==> src/rtl/mem_arb_pkg.sv <==
// Shared FSM state encodings and owner indices for the two-port memory arbiter.
// States are plain logic constants so the encoding stays visible to legacy tools.
package mem_arb_pkg;

    typedef logic [1:0] arb_state_t;

    localparam arb_state_t ST_IDLE = 2'd0;
    localparam arb_state_t ST_OWN0 = 2'd1;
    localparam arb_state_t ST_OWN1 = 2'd2;

    localparam logic OWNER_P0 = 1'b0;
    localparam logic OWNER_P1 = 1'b1;

    function automatic arb_state_t own_state(input logic owner);
        return (owner == OWNER_P1) ? ST_OWN1 : ST_OWN0;
    endfunction

endpackage

==> src/rtl/mem_arb_port.sv <==
// Per-port slice of the memory arbiter: grant gating, stall flag and the
// one-cycle read-valid register that qualifies the shared read data.
module mem_arb_port #(
    parameter int DATA_W = 32
) (
    input  logic              clk,
    input  logic              rst,
    input  logic              i_own,
    input  logic              i_req,
    input  logic              i_we,
    input  logic [DATA_W-1:0] i_mem_rdata,
    output logic              o_gnt,
    output logic              o_stall,
    output logic              o_rvalid,
    output logic [DATA_W-1:0] o_rdata
);

    logic r_rvalid;

    assign o_gnt    = i_own & i_req;
    assign o_stall  = i_req & ~o_gnt;
    assign o_rvalid = r_rvalid;
    assign o_rdata  = i_mem_rdata;

    // Reset drops any read still in flight so no stale rvalid appears afterwards.
    always_ff @(posedge clk) begin
        if (rst) begin
            r_rvalid <= 1'b0;
        end else begin
            r_rvalid <= o_gnt & ~i_we;
        end
    end

endmodule

==> src/rtl/mem_arbiter.sv <==
// Round-robin, hold-bounded arbiter between the CPU (port 0) and a loader/debug
// master (port 1) in front of one synchronous-read memory. Define MEM_ARB_LOCK_EN
// to add the p1_lock burst-lock input.
module mem_arbiter
    import mem_arb_pkg::*;
#(
    parameter int ADDR_W   = 8,
    parameter int DATA_W   = 32,
    parameter int MAX_HOLD = 4
) (
    input  logic              clk,
    input  logic              rst,
    input  logic              p0_req,
    input  logic              p0_we,
    input  logic [ADDR_W-1:0] p0_addr,
    input  logic [DATA_W-1:0] p0_wdata,
    output logic              p0_gnt,
    output logic              p0_rvalid,
    output logic [DATA_W-1:0] p0_rdata,
    output logic              p0_stall,
    input  logic              p1_req,
    input  logic              p1_we,
    input  logic [ADDR_W-1:0] p1_addr,
    input  logic [DATA_W-1:0] p1_wdata,
    output logic              p1_gnt,
    output logic              p1_rvalid,
    output logic [DATA_W-1:0] p1_rdata,
`ifdef MEM_ARB_LOCK_EN
    input  logic              p1_lock,
`endif
    output logic              mem_en,
    output logic              mem_we,
    output logic [ADDR_W-1:0] mem_addr,
    output logic [DATA_W-1:0] mem_wdata,
    input  logic [DATA_W-1:0] mem_rdata
);

    localparam int HOLD_W = (MAX_HOLD > 1) ? $clog2(MAX_HOLD) : 1;
    localparam logic [HOLD_W-1:0] HOLD_LAST = HOLD_W'(MAX_HOLD - 1);

    arb_state_t        r_state;
    arb_state_t        w_state_next;
    logic              r_last;
    logic [HOLD_W-1:0] r_hold_cnt;
    logic              w_p1_stall;
    logic              w_p1_lock;
    logic              w_hold_expired;

`ifdef MEM_ARB_LOCK_EN
    assign w_p1_lock = p1_lock;
`else
    assign w_p1_lock = 1'b0;
`endif

    assign w_hold_expired = (r_hold_cnt == HOLD_LAST);

    mem_arb_port #(.DATA_W(DATA_W)) u_port0 (
        .clk         (clk),
        .rst         (rst),
        .i_own       (r_state == ST_OWN0),
        .i_req       (p0_req),
        .i_we        (p0_we),
        .i_mem_rdata (mem_rdata),
        .o_gnt       (p0_gnt),
        .o_stall     (p0_stall),
        .o_rvalid    (p0_rvalid),
        .o_rdata     (p0_rdata)
    );

    mem_arb_port #(.DATA_W(DATA_W)) u_port1 (
        .clk         (clk),
        .rst         (rst),
        .i_own       (r_state == ST_OWN1),
        .i_req       (p1_req),
        .i_we        (p1_we),
        .i_mem_rdata (mem_rdata),
        .o_gnt       (p1_gnt),
        .o_stall     (w_p1_stall),
        .o_rvalid    (p1_rvalid),
        .o_rdata     (p1_rdata)
    );

    // While one port owns the memory, the other's stall flag is exactly "it is waiting".
    always_comb begin
        w_state_next = r_state;
        case (r_state)
            ST_IDLE: begin
                if (p0_req && p1_req) begin
                    w_state_next = own_state(~r_last);
                end else if (p0_req) begin
                    w_state_next = ST_OWN0;
                end else if (p1_req) begin
                    w_state_next = ST_OWN1;
                end
            end
            ST_OWN0: begin
                if (!p0_req) begin
                    w_state_next = p1_req ? ST_OWN1 : ST_IDLE;
                end else if (w_p1_stall && w_hold_expired) begin
                    w_state_next = ST_OWN1;
                end
            end
            ST_OWN1: begin
                if (w_p1_lock) begin
                    w_state_next = ST_OWN1;
                end else if (!p1_req) begin
                    w_state_next = p0_req ? ST_OWN0 : ST_IDLE;
                end else if (p0_stall && w_hold_expired) begin
                    w_state_next = ST_OWN0;
                end
            end
            default: w_state_next = ST_IDLE;
        endcase
    end

    // hold_cnt restarts on every ownership change and saturates once the window is used up.
    always_ff @(posedge clk) begin
        if (rst) begin
            r_state    <= ST_IDLE;
            r_last     <= OWNER_P1;
            r_hold_cnt <= '0;
        end else begin
            r_state <= w_state_next;
            if (w_state_next != r_state) begin
                r_hold_cnt <= '0;
                if (w_state_next != ST_IDLE) begin
                    r_last <= (w_state_next == ST_OWN1) ? OWNER_P1 : OWNER_P0;
                end
            end else if ((p0_gnt || p1_gnt) && !w_hold_expired) begin
                r_hold_cnt <= r_hold_cnt + HOLD_W'(1);
            end
        end
    end

    always_comb begin
        mem_en    = 1'b0;
        mem_we    = 1'b0;
        mem_addr  = '0;
        mem_wdata = '0;
        case (r_state)
            ST_OWN0: begin
                mem_en    = p0_req;
                mem_we    = p0_we;
                mem_addr  = p0_addr;
                mem_wdata = p0_wdata;
            end
            ST_OWN1: begin
                mem_en    = p1_req;
                mem_we    = p1_we;
                mem_addr  = p1_addr;
                mem_wdata = p1_wdata;
            end
            default: ;
        endcase
    end

endmodule

==> config.mk <==
export PLATFORM = sky130hd
export DESIGN_NAME = mem_arbiter
export DESIGN_NICKNAME = d
export VERILOG_FILES = /design/src/rtl/mem_arb_pkg.sv /design/src/rtl/mem_arb_port.sv /design/src/rtl/mem_arbiter.sv
export SDC_FILE = /design/constraint.sdc
export NUM_CORES = 1
export LEC_CHECK = 0
export ABC_AREA = 0
export CAP_MARGIN = 20
export CORE_AREA = 2 2 88 90
export DETAILED_ROUTE_END_ITERATION = 7
export DIE_AREA = 0 0 90 92
export GPL_ROUTABILITY_DRIVEN = 1
export HOLD_SLACK_MARGIN = 0.08
export PLACE_DENSITY = 0.82
export SETUP_SLACK_MARGIN = 0.05
export SYNTH_ARGS = -nofsm -noshare
export SYNTH_HDL_FRONTEND = slang
export SYNTH_SLANG_ARGS = --single-unit
export TNS_END_PERCENT = 1
==> constraint.sdc <==
create_clock -name clk -period 4.9 [get_ports clk]
set_clock_uncertainty 0.2 [all_clocks]
set_input_delay 1.225 -clock clk [delete_from_list [all_inputs] [get_ports clk]]
set_output_delay 1.225 -clock clk [all_outputs]
set_load 0.05 [all_outputs]
After elaboration in Yosys (flattened, before gate mapping)
Index checks and enable logic that the tools add are counted.
{ "op_classes": {"addsub": 1, "n_div": 0, "eq_ne": 5, "reduce_logical": 10, "shifts": 0, "n_mux": 16, "mul": 0, "n_lt_le_gt_ge": 0, "bitwise": 10} }
{ "ops": {"columns": ["op", "n"], "rows": [
  ["$pmux 32 s2", 1],
  ["$mux 2", 9],
  ["$pmux 8 s2", 1],
  ["$and 1x1->1", 6],
  ["$eq 2x2->1 const B", 3],
  ["$pmux 2 s3", 1],
  ["$logic_and 1x1->1", 4],
  ["$not 1->1", 4],
  ["$pmux 1 s2", 2],
  ["$add 2x1->2 const B", 1],
  ["$eq 2x1->1 const B", 1],
  ["$logic_not 2->1", 1],
  ["$mux 1", 2],
  ["$ne 2x2->1", 1],
  ["$reduce_and 2->1", 1],
  ["$reduce_bool 2->1", 1],
  ["$reduce_or 2->1", 1],
  ["$logic_not 1->1", 1],
  ["$logic_or 1x1->1", 1]
]} }
{ "word_totals": {"ramBits": 0, "inputBits": 118, "out_inout_bits": 111, "latch_bits": 0, "wordCells": 47, "memories": 0, "mem_bits_ro": 0, "register_bits": 7} }

Depth between registers and ports, before layout
Gate-level depths: netlist (run 1).
{ "depth": {"word_depth": 10, "ltp_mapped": 8, "depth_no_buf": 7} }

Hierarchy
A second synthesis (run 1) with hierarchy kept.
{ "unflattened": {"cells_unflattened": 220, "area_unflattened_um2": 1622.8} }
{ "modules_own_cells": {"columns": ["mod", "cells_each", "area_per_inst_um2", "instances", "seq_area_each_um2"], "rows": [
  ["mem_arbiter", 148, 1052.3, 1, 100.1],
  ["mem_arb_port", 36, 285.3, 2, 20.0]
]} }

Least setup slack after synthesis (run 1)
No wires, ideal clock.
{ "synth_timing": {"kind": "input to output", "from": "input port p0_req", "to": "output port mem_en", "required_ns": 3.475, "n_path_buf": 1, "arrival_ns": 2.626, "path_stages": 3, "slack_ns": 0.849, "path_cell_list": "buf_2 nand2_1 a21boi_0"} }
{ "synth_via": {"elab_chain_cells": 1} }
{ "synth_rtl": {"columns": ["item", "line", "rtl"], "rows": [
  ["from (decl)", "mem_arbiter.sv:13", "input logic p0_req,"],
  ["$pmux 1 s2", "mem_arbiter.sv:140", "case (r_state)"],
  ["to (decl)", "mem_arbiter.sv:31", "output logic mem_en,"]
]} }
No other way between the ends.

Worst setup path after layout (run 1)
{ "layout_timing": {"from": "input port p1_req", "to": "output port p1_gnt"} }
{ "layout_via": {"elab_chain_cells": 1} }
{ "layout_rtl": {"columns": ["item", "line", "rtl"], "rows": [
  ["from (decl)", "mem_arbiter.sv:21", "input logic p1_req,"],
  ["$and 1x1->1", "mem_arb_port.sv:20", "assign o_gnt = i_own & i_req;"],
  ["to (decl)", "mem_arbiter.sv:25", "output logic p1_gnt,"]
]} }
No other way between the ends.

==> summary.txt, run 1 <==
Worst setup path
  • Critical path depth: 4
  • Req. time, crit path: 3.47 ns
  • Nature of the critical path startpoint: input port
  • Slowest CP cell: clkdlybuf4s50_1
  • Crit end category: primary output
  • Crit Path Category: in2out
  • Crit path buf inv count: 3
  • CP top delay family: buffers and inverters
  • Largest fanout on the critical path: 7
  • Cells along the critical path: clkdlybuf4s50_1 -> nand2_2 -> inv_1 -> clkdlybuf4s50_1
  • Cell mode on critical path: clkdlybuf4s50_1
  • Worst-case reg-to-reg path depth: 9
  • Worst path max stage delay: 0.81 ns
  • Worst endpoint data arrival time: 2.87 ns

Placement
  • DP Area: ~2600 um2
  • DP HPWL: between 4000 and 5000 um
  • PortBufs: 132
  • Placer congestion estimate: just under 0.8
  • Pre-CTS setup slack: 0.600 ns

CTS
  • Root Buffer: clkbuf_8
  • Post_cts resized: 0
  • CTS buffer count: 3
  • CTS max path bufs: 2
  • Post-CTS Setup Bufs: 0
  • H-tree Lvls: 1
  • Num Clock Sinks: 7
  • Reg clk slew, reported paths: 0.04 ns
  • CTS tree: built
  • Clk_lat worst skew: 0.22 ns
  • Hold_buf cts: 0

Global routing
  • Gr ovfl total: 0
  • First-pass GRT wire length: 8490 um
  • Total global routing track utilization: 12.5%
  • Largest net degree at the start of global routing: 43
  • Number of global-route vias before repair: 1677
  • Initial antenna violation count: 0

Worst hold path
  • Hold Path Class: reg2reg
  • Hold Crit Depth: 2

Synthesis
  • Syn_nets: 343
  • Syn Inst Count: 220
  • Avg Cell Area, Syn: roughly 7.4 um2
  • Post-synthesis register bit count: 7
  • Syn. warnings: 0
  • Synthesized cell area: 1620 um2
  • Netlist cell types: 33
  • Seq/Total Area, Yosys: 8.63%

Routing
  • Drc violations: 0
  • Pre-Repair DR Iteration Count: 5
  • Wire length per cell: between 10 and 15 um
  • Vias: 1718
  • Antenna-violating nets left: 0
  • DR iter-0 viols: 40
  • DR vias/cell: roughly 4.5
  • Overall routed net length: 5560 um

Floorplan
  • Die Wd: roughly 90 um
  • Starting Density: a little over a fifth
  • Die area: 8280 um2
  • Chip height: 92 um
  • Area of the core: around 7400 um2
  • Row cnt: 32
  • Top-level I/O count: 229

STA
  • Final min period: 4.30 ns
  • Worst Tran Pin Value: between 0.8 and 0.9 ns
  • Final Slew Violations: 0
  • Hold Vio Cnt, Final: 0
  • Setup TNS: 0 ns
  • Tcrit/Tclk final: 87.7%
  • Final setup fails: 0
  • Fmax: between 200 and 250 MHz
  • Hold_ws: around 0.35 ns
  • Max-slew headroom: 45.3%
  • RSZ-0062 raised after global routing: no
  • Final setup margin: 0.601 ns

Power
  • Max VDD drop: 0.0000890 V
  • P_leak: 0.872 nW
  • Flop pwr share: a little under a tenth
  • Sw Pwr: around 0.43 mW
  • Internal: 0.407 mW
  • Proportion of power drawn by combinational gates: 81.0%
  • Cell area power density: ~320 nW/um2
  • Switching share of power: between 50% and 60%
  • Clock Power Share: 9.5%

Final layout
  • Filler instances: 775
  • Footprint of the multi-input gates: 922 um2
  • Share of cells above drive strength 1: under 10%
  • Antenna diodes: 0
  • Layout area overhead: 61.2%
  • Cell area after layout: 2620 um2
  • Fin nets: 406
  • FF/Latch Area: around 140 um2

Run
  • MaxCap Viol Count: 0

Outcome
  • Status: complete, no violations
kinds of logic (layout without fill, tap and decap cells):
logic type | after synthesis | in the layout | share of synthesized area, %
compound gates | 55 | 55 | 26.7
mux | 2 | 2 | 1.23
flops | 7 | 7 | 8.63
fa+ha+maj | 5 | 5 | 3.85
buf+inv | 86 | 148 | 34.9
simple gates | 62 | 62 | 23.0
xor+xnor | 3 | 3 | 1.62
per-layer routing:
layer	track usage [%]	share of wire, %	vias to the layer above
li1	-	-	823
met1	12.7	37	790
met2	24.2	53	81
met3	3.20	8.0	24
met4	5.00	2.6	0
met5	0	0	-
worst min-delay path: stages, from the launching register on:
cell     delay (ns)
dfxtp_1        0.34
xnor2_1        0.12
nor4_1         0.05
placed cells by master, fill, tap and decap left out, types with 2 or more instances in the layout:
master | synthesis | routed
nand2_1 | 4 | 4
nor2_1 | 2 | 2
clkdlybuf4s50_1 | 0 | 131
a31oi_1 | 2 | 2
xnor2_1 | 3 | 3
mux2i_1 | 2 | 2
ha_1 | 5 | 3
dfxtp_1 | 7 | 7
ha_2 | 0 | 2
buf_4 | 64 | 6
nand2b_1 | 2 | 2
clkbuf_8 | 0 | 3
nor3_1 | 3 | 3
nor2b_1 | 43 | 43
a21oi_1 | 2 | 2
a22oi_1 | 41 | 41
nand3_1 | 3 | 3
inv_1 | 7 | 7
power by group through the flow:
| stage | clock network [mW] | registers (mW) | logic [mW] |
|---|---|---|---|
| 3_3_place_gp | 0 | 0.0788 | 0.672 |
| 4_1_cts | 0.0822 | 0.0783 | 0.681 |
| 6_report | 0.0793 | 0.0786 | 0.675 |
| 5_1_grt | 0.0887 | 0.0807 | 0.718 |
| 3_5_place_dp | 0 | 0.0792 | 0.678 |
| 2_1_floorplan | 0 | 0.0781 | 0.586 |
sequential cells by signal, indices dropped and copies added (netlist names):
name	flops
u_port1.o_rvalid	1
r_hold_cnt	2
r_state	2
u_port0.o_rvalid	1
r_last	1
synthesized netlist by cell type:
cell | count | share of area [%]
o31ai_2 | 1 | 0.77
clkbuf_1 | 8 | 1.8
o221ai_1 | 1 | 0.54
nor3_1 | 3 | 0.92
buf_2 | 3 | 0.92
buf_4 | 64 | 30
nor2_1 | 2 | 0.46
mux2i_1 | 2 | 1.2
nor4_2 | 1 | 0.77
dfxtp_1 | 7 | 8.6
a211oi_1 | 1 | 0.46
a21boi_0 | 1 | 0.46
nand3_1 | 3 | 0.92
nand2b_1 | 2 | 0.77
a21oi_1 | 2 | 0.62
a22oi_1 | 41 | 19
a21o_1 | 1 | 0.46
xnor2_1 | 3 | 1.6
and3_1 | 1 | 0.39
nand2_2 | 1 | 0.39
o211ai_1 | 1 | 0.46
inv_1 | 7 | 1.6
a31oi_1 | 2 | 0.77
a31oi_4 | 1 | 1.3
and3b_1 | 1 | 0.54
buf_1 | 4 | 0.92
nand2_1 | 4 | 0.92
nor2b_1 | 43 | 17
a311oi_2 | 1 | 0.92
ha_1 | 5 | 3.9
a211o_1 | 1 | 0.54
nor4_1 | 1 | 0.39
o21bai_1 | 1 | 0.46
path summary, 6_finish.rpt:
path | endpoint | from | slack, ns
max | p1_gnt | p1_req | 0.60
min | r_hold_cnt[0] | r_hold_cnt[0] | 0.35
max reg2reg | r_hold_cnt[1] | r_state[1] | 2.02
min reg2reg | r_hold_cnt[0] | r_hold_cnt[0] | 0.35
area by class of cell:
cell class / instances / share of cell area, %
clock buffer: 4 / 1.72
multi-input combinational: 127 / 35.2
inverter: 7 / 1.00
tap: 102 / 4.88
sequential: 7 / 5.35
timing repair buffer: 137 / 51.8
through the flow:
stage	power (mW)	instances	util (%)
final	0.833	384	35.1
after global routing	0.887	384	35.1
after CTS	0.842	384	35.1
after detailed placement	0.757	380	34.5
after global placement	0.750	380	34.5
after floorplan	0.664	220	-
(Power assumes the default switching activity.)
==> inputs of run 2 (changes only) <==
--- a/config.mk
+++ b/config.mk
@@ -5,7 +5,6 @@
 export SDC_FILE = /design/constraint.sdc
 export NUM_CORES = 1
 export LEC_CHECK = 0
-export ABC_AREA = 0
 export CAP_MARGIN = 20
 export CORE_AREA = 2 2 88 90
 export DETAILED_ROUTE_END_ITERATION = 7
==> results of run 2 <==
Final layout, timing and power as in run 1 (identical DEF).
==> inputs of run 3 (changes only) <==
--- a/config.mk
+++ b/config.mk
@@ -6,14 +6,15 @@
 export NUM_CORES = 1
 export LEC_CHECK = 0
 export CAP_MARGIN = 20
-export CORE_AREA = 2 2 88 90
+export CORE_MARGIN = 2
+export CORE_UTILIZATION = 22
 export DETAILED_ROUTE_END_ITERATION = 7
-export DIE_AREA = 0 0 90 92
 export GPL_ROUTABILITY_DRIVEN = 1
 export HOLD_SLACK_MARGIN = 0.08
-export PLACE_DENSITY = 0.82
+export PLACE_DENSITY = 0.85
 export SETUP_SLACK_MARGIN = 0.05
 export SYNTH_ARGS = -nofsm -noshare
 export SYNTH_HDL_FRONTEND = slang
+export SYNTH_HIERARCHICAL = 1
 export SYNTH_SLANG_ARGS = --single-unit
 export TNS_END_PERCENT = 1
==> constraint.sdc (replaced) <==
create_clock -name clk -period 3.6 [get_ports clk]
set_clock_uncertainty 0.2 [all_clocks]
set_input_delay 0.9 -clock clk [delete_from_list [all_inputs] [get_ports clk]]
set_output_delay 0.9 -clock clk [all_outputs]
set_load 0.05 [all_outputs]
==> run 3 against run 2 <==
  * Synthesized cell count unchanged
  * Setup slack worse by 0.18 ns
  * Combinational power increased by 57%
  * Highest routed layer unchanged
  * Largest power group unchanged
  * Register-to-register slack got worse by 1.2 ns
  * Largest cell class unchanged
  * First-iteration DRC count decreased by 5.0%
  * Utilization rose by 7.6 points
  * Via count increased by 2.0%
  * Global-route usage up 1.5 points
  * Sequential power increased by 37%
  * Sequential cell count unchanged
  * Final cell count shrank 1.0%
  * Hold slack worse by 0.0018 ns
==> summary.txt, run 3 <==
Worst setup path
  • FF-to-FF Start: r_state[1]
  • Largest fanout on the critical path: 10
  • Crit end category: primary output
  • Critical path depth: 4
  • Flop2flop setup slack: 0.79 ns
  • Nature of the critical path startpoint: input port
  • Crit path buf inv count: 2
  • Crit Reg-Reg Endpoint: r_hold_cnt[1]
  • CP top delay family: buffers and inverters
  • Worst path max stage delay: 0.66 ns
  • Req. time, crit path: 2.50 ns
  • Slowest CP cell: clkdlybuf4s50_1
  • Crit Path Category: in2out
  • Worst-case reg-to-reg path depth: 9
  • Cells along the critical path: clkdlybuf4s50_1 -> a22oi_1 -> nor2b_1 -> buf_12
  • Worst endpoint data arrival time: 2.08 ns

Routing
  • Wire length per cell: 15.7 um
  • Drc violations: 0
  • Overall routed net length: 5980 um
  • Antenna-violating nets left: 0
  • Vias: 1753
  • DR iter-0 viols: 38
  • DR vias/cell: 4.61
  • Pre-Repair DR Iteration Count: 4

Power
  • Cell area power density: 418 nW/um2
  • Clock Power Share: 9.2%
  • Flop pwr share: 8.4%
  • Sw Pwr: 0.602 mW
  • Internal: 0.687 mW
  • Proportion of power drawn by combinational gates: 82.4%
  • P_leak: 1.09 nW
  • Max VDD drop: 0.000152 V
  • Switching share of power: 46.7%

Synthesis
  • Largest family of logic cells by synthesized area: buffers and inverters
  • Netlist cell types: 35
  • Seq/Total Area, Yosys: under 10%
  • Adder-cell share of the synthesized area: 3.86%
  • Post-synth EDFFs: 0
  • Synth Area in Simple Gates: 25.7%
  • Ys async rst share: 0%
  • Primary FF master, synth: dfxtp_1
  • Most common cell in the netlist: buf_4
  • Compound-Gate Fraction of Synth Area: 26.4%
  • Post-synth top cells: 64 x buf_4, 44 x nor2b_1, 42 x a22oi_1
  • Post-Synth XOR/XNOR Area: 0.540%
  • Mux cell area share after synthesis: around 1.2%
  • Cell taking the most area after synthesis: buf_4
  • Syn_nets: 343
  • Syn. warnings: 6
  • Syn Inst Count: 220
  • Ranking of synthesized cells by area: buf_4 30%, a22oi_1 19%, nor2b_1 17%, dfxtp_1 8.6%, ha_1 3.9%
  • Top cell type's share of synthesized area: 29.6%
  • Synthesized cell area: 1620 um2
  • Post-synthesis register bit count: 7
  • Avg Cell Area, Syn: between 7 and 8 um2

Placement
  • Post-placement cell count: approximately 380
  • DP HPWL: 5010 um
  • Placer congestion estimate: 0.856
  • Pre-CTS setup slack: 0.401 ns
  • PortBufs: 132

CTS
  • CTS tree: built
  • Root Buffer: clkbuf_8
  • Clk_lat worst skew: 0.24 ns
  • Post-CTS Setup Bufs: 0
  • Post_cts resized: 0
  • CTS max path bufs: 2
  • Hold_buf cts: 0
  • Num Clock Sinks: 7
  • Reg clk slew, reported paths: ~0.04 ns
  • H-tree Lvls: 1
  • CTS buffer count: 3

Global routing
  • Number of global-route vias before repair: 1778
  • First-pass GRT wire length: 9290 um
  • Gr ovfl total: 0
  • Total global routing track utilization: 14.0%
  • Initial antenna violation count: 0
  • Largest net degree at the start of global routing: 31

Final layout
  • Share of cells above drive strength 1: 20.3%
  • Antenna diodes: 0
  • Most frequent cells in the layout: 87 x clkdlybuf4s50_1, 47 x buf_12, 44 x nor2b_1
  • Layout area overhead: 90.1%
  • Post-Layout Cell Count: 380
  • Commonest non-fill, non-tap cell in the layout: clkdlybuf4s50_1
  • Filler instances: 707
  • Fin nets: 405
  • Footprint of the multi-input gates: 942 um2
  • FF/Latch Area: 140 um2
  • Regs by FF count: r_hold_cnt x2, r_state x2

Floorplan
  • Top-level I/O count: 229
  • Die area: 8080 um2
  • Row cnt: 31
  • Die Wd: 89.9 um
  • Area of the core: between 7000 and 8000 um2
  • Chip height: 89.9 um
  • Starting Density: 22.5%

STA
  • Final setup fails: 0
  • Fmax: 314 MHz
  • Hold Vio Cnt, Final: 0
  • Final Slew Violations: 0
  • Tcrit/Tclk final: 88.4%
  • Final min period: 3.18 ns
  • Final setup margin: approximately 0.42 ns
  • Setup TNS: 0 ns
  • Worst Tran Pin Value: just under 0.5 ns
  • Max-slew headroom: between 60 and 70%
  • RSZ-0062 raised after global routing: no

Run
  • MaxCap Viol Count: 0

Worst hold path
  • Hold Path Class: reg2reg
  • Hold Crit Start: r_hold_cnt[1]
  • Hold Crit Depth: 2
  • Hold path endpoint: r_hold_cnt[1]

Outcome
  • Status: complete, no violations
-- run 3: changes by cell type after synthesis, moves of 3 or more --
| cell | before | now |
|---|---|---|
| buf_1 | 4 | 0 |
| inv_1 | 7 | 1 |
| xnor2_1 | 3 | 0 |
| clkbuf_1 | 8 | 14 |
-- run 3: power groups by stage --
stage | clock network (mW) | logic (mW) | registers, mW
6_report | 0.119 | 1.06 | 0.108
5_1_grt | 0.126 | 1.12 | 0.110
4_1_cts | 0.121 | 1.07 | 0.107
3_5_place_dp | 0 | 1.07 | 0.109
3_3_place_gp | 0 | 1.05 | 0.106
2_1_floorplan | 0 | 0.757 | 0.106
-- run 3: final cells by class --
type	count	area share, %
Timing Repair Buffer	136	59.2
Multi-Input combinational cell	132	30.5
Sequential cell	7	4.54
Tap cell	99	4.01
Clock buffer	4	1.46
Inverter	2	0.243
-- run 3: worst max path at each step --
| stage | start | end | slack (ns) |
|---|---|---|---|
| global route | r_state[1] | mem_wdata[3] | 0.27 |
| floorplan | r_state[1] | mem_wdata[30] | 0.50 |
| CTS | r_state[1] | mem_wdata[3] | 0.42 |
| finish | p1_req | mem_en | 0.42 |
| global placement | p1_req | mem_en | 0.45 |
| detailed placement | p0_req | r_hold_cnt[1] | 0.40 |
-- run 3: tightest hold or removal path, stage by stage (launching register included) --
cell and delay, ns:
dfxtp_1 0.31, mux2i_1 0.13, nor3_1 0.06
-- run 3: cells by family (layout without fill, tap and decap cells) --
kind of cell,after synthesis,in the layout
flip-flops,7,7
AO/OA/AOI/OAI,58,58
XOR/XNOR,1,1
adder cells (fa/ha/maj),5,5
multiplexers,2,2
buffers and inverters,81,142
AND/OR/NAND/NOR,66,66
-- run 3: metrics by stage --
| step | power, mW | utilization [%] | instance area [um2] | hold slack (ns) |
|---|---|---|---|---|
| global route | 1.36 | 42.8 | 3090 | 0.378 |
| finish | 1.29 | 42.8 | 3090 | 0.350 |
| CTS | 1.30 | 42.8 | 3090 | 0.358 |
| detailed placement | 1.17 | 42.1 | 3040 | 0.351 |
| global placement | 1.16 | 42.1 | 3040 | 0.334 |
| floorplan | 0.863 | - | 1620 | 0.300 |
-- run 3: routing by layer --
metal / track usage (%) / vias up / wire length [um]
met5: 0 / - / 0
met4: 4.74 / 0 / 128
met3: 4.27 / 21 / 523
met2: 25.5 / 115 / 3090
met1: 15.6 / 785 / 2240
li1: - / 832 / -
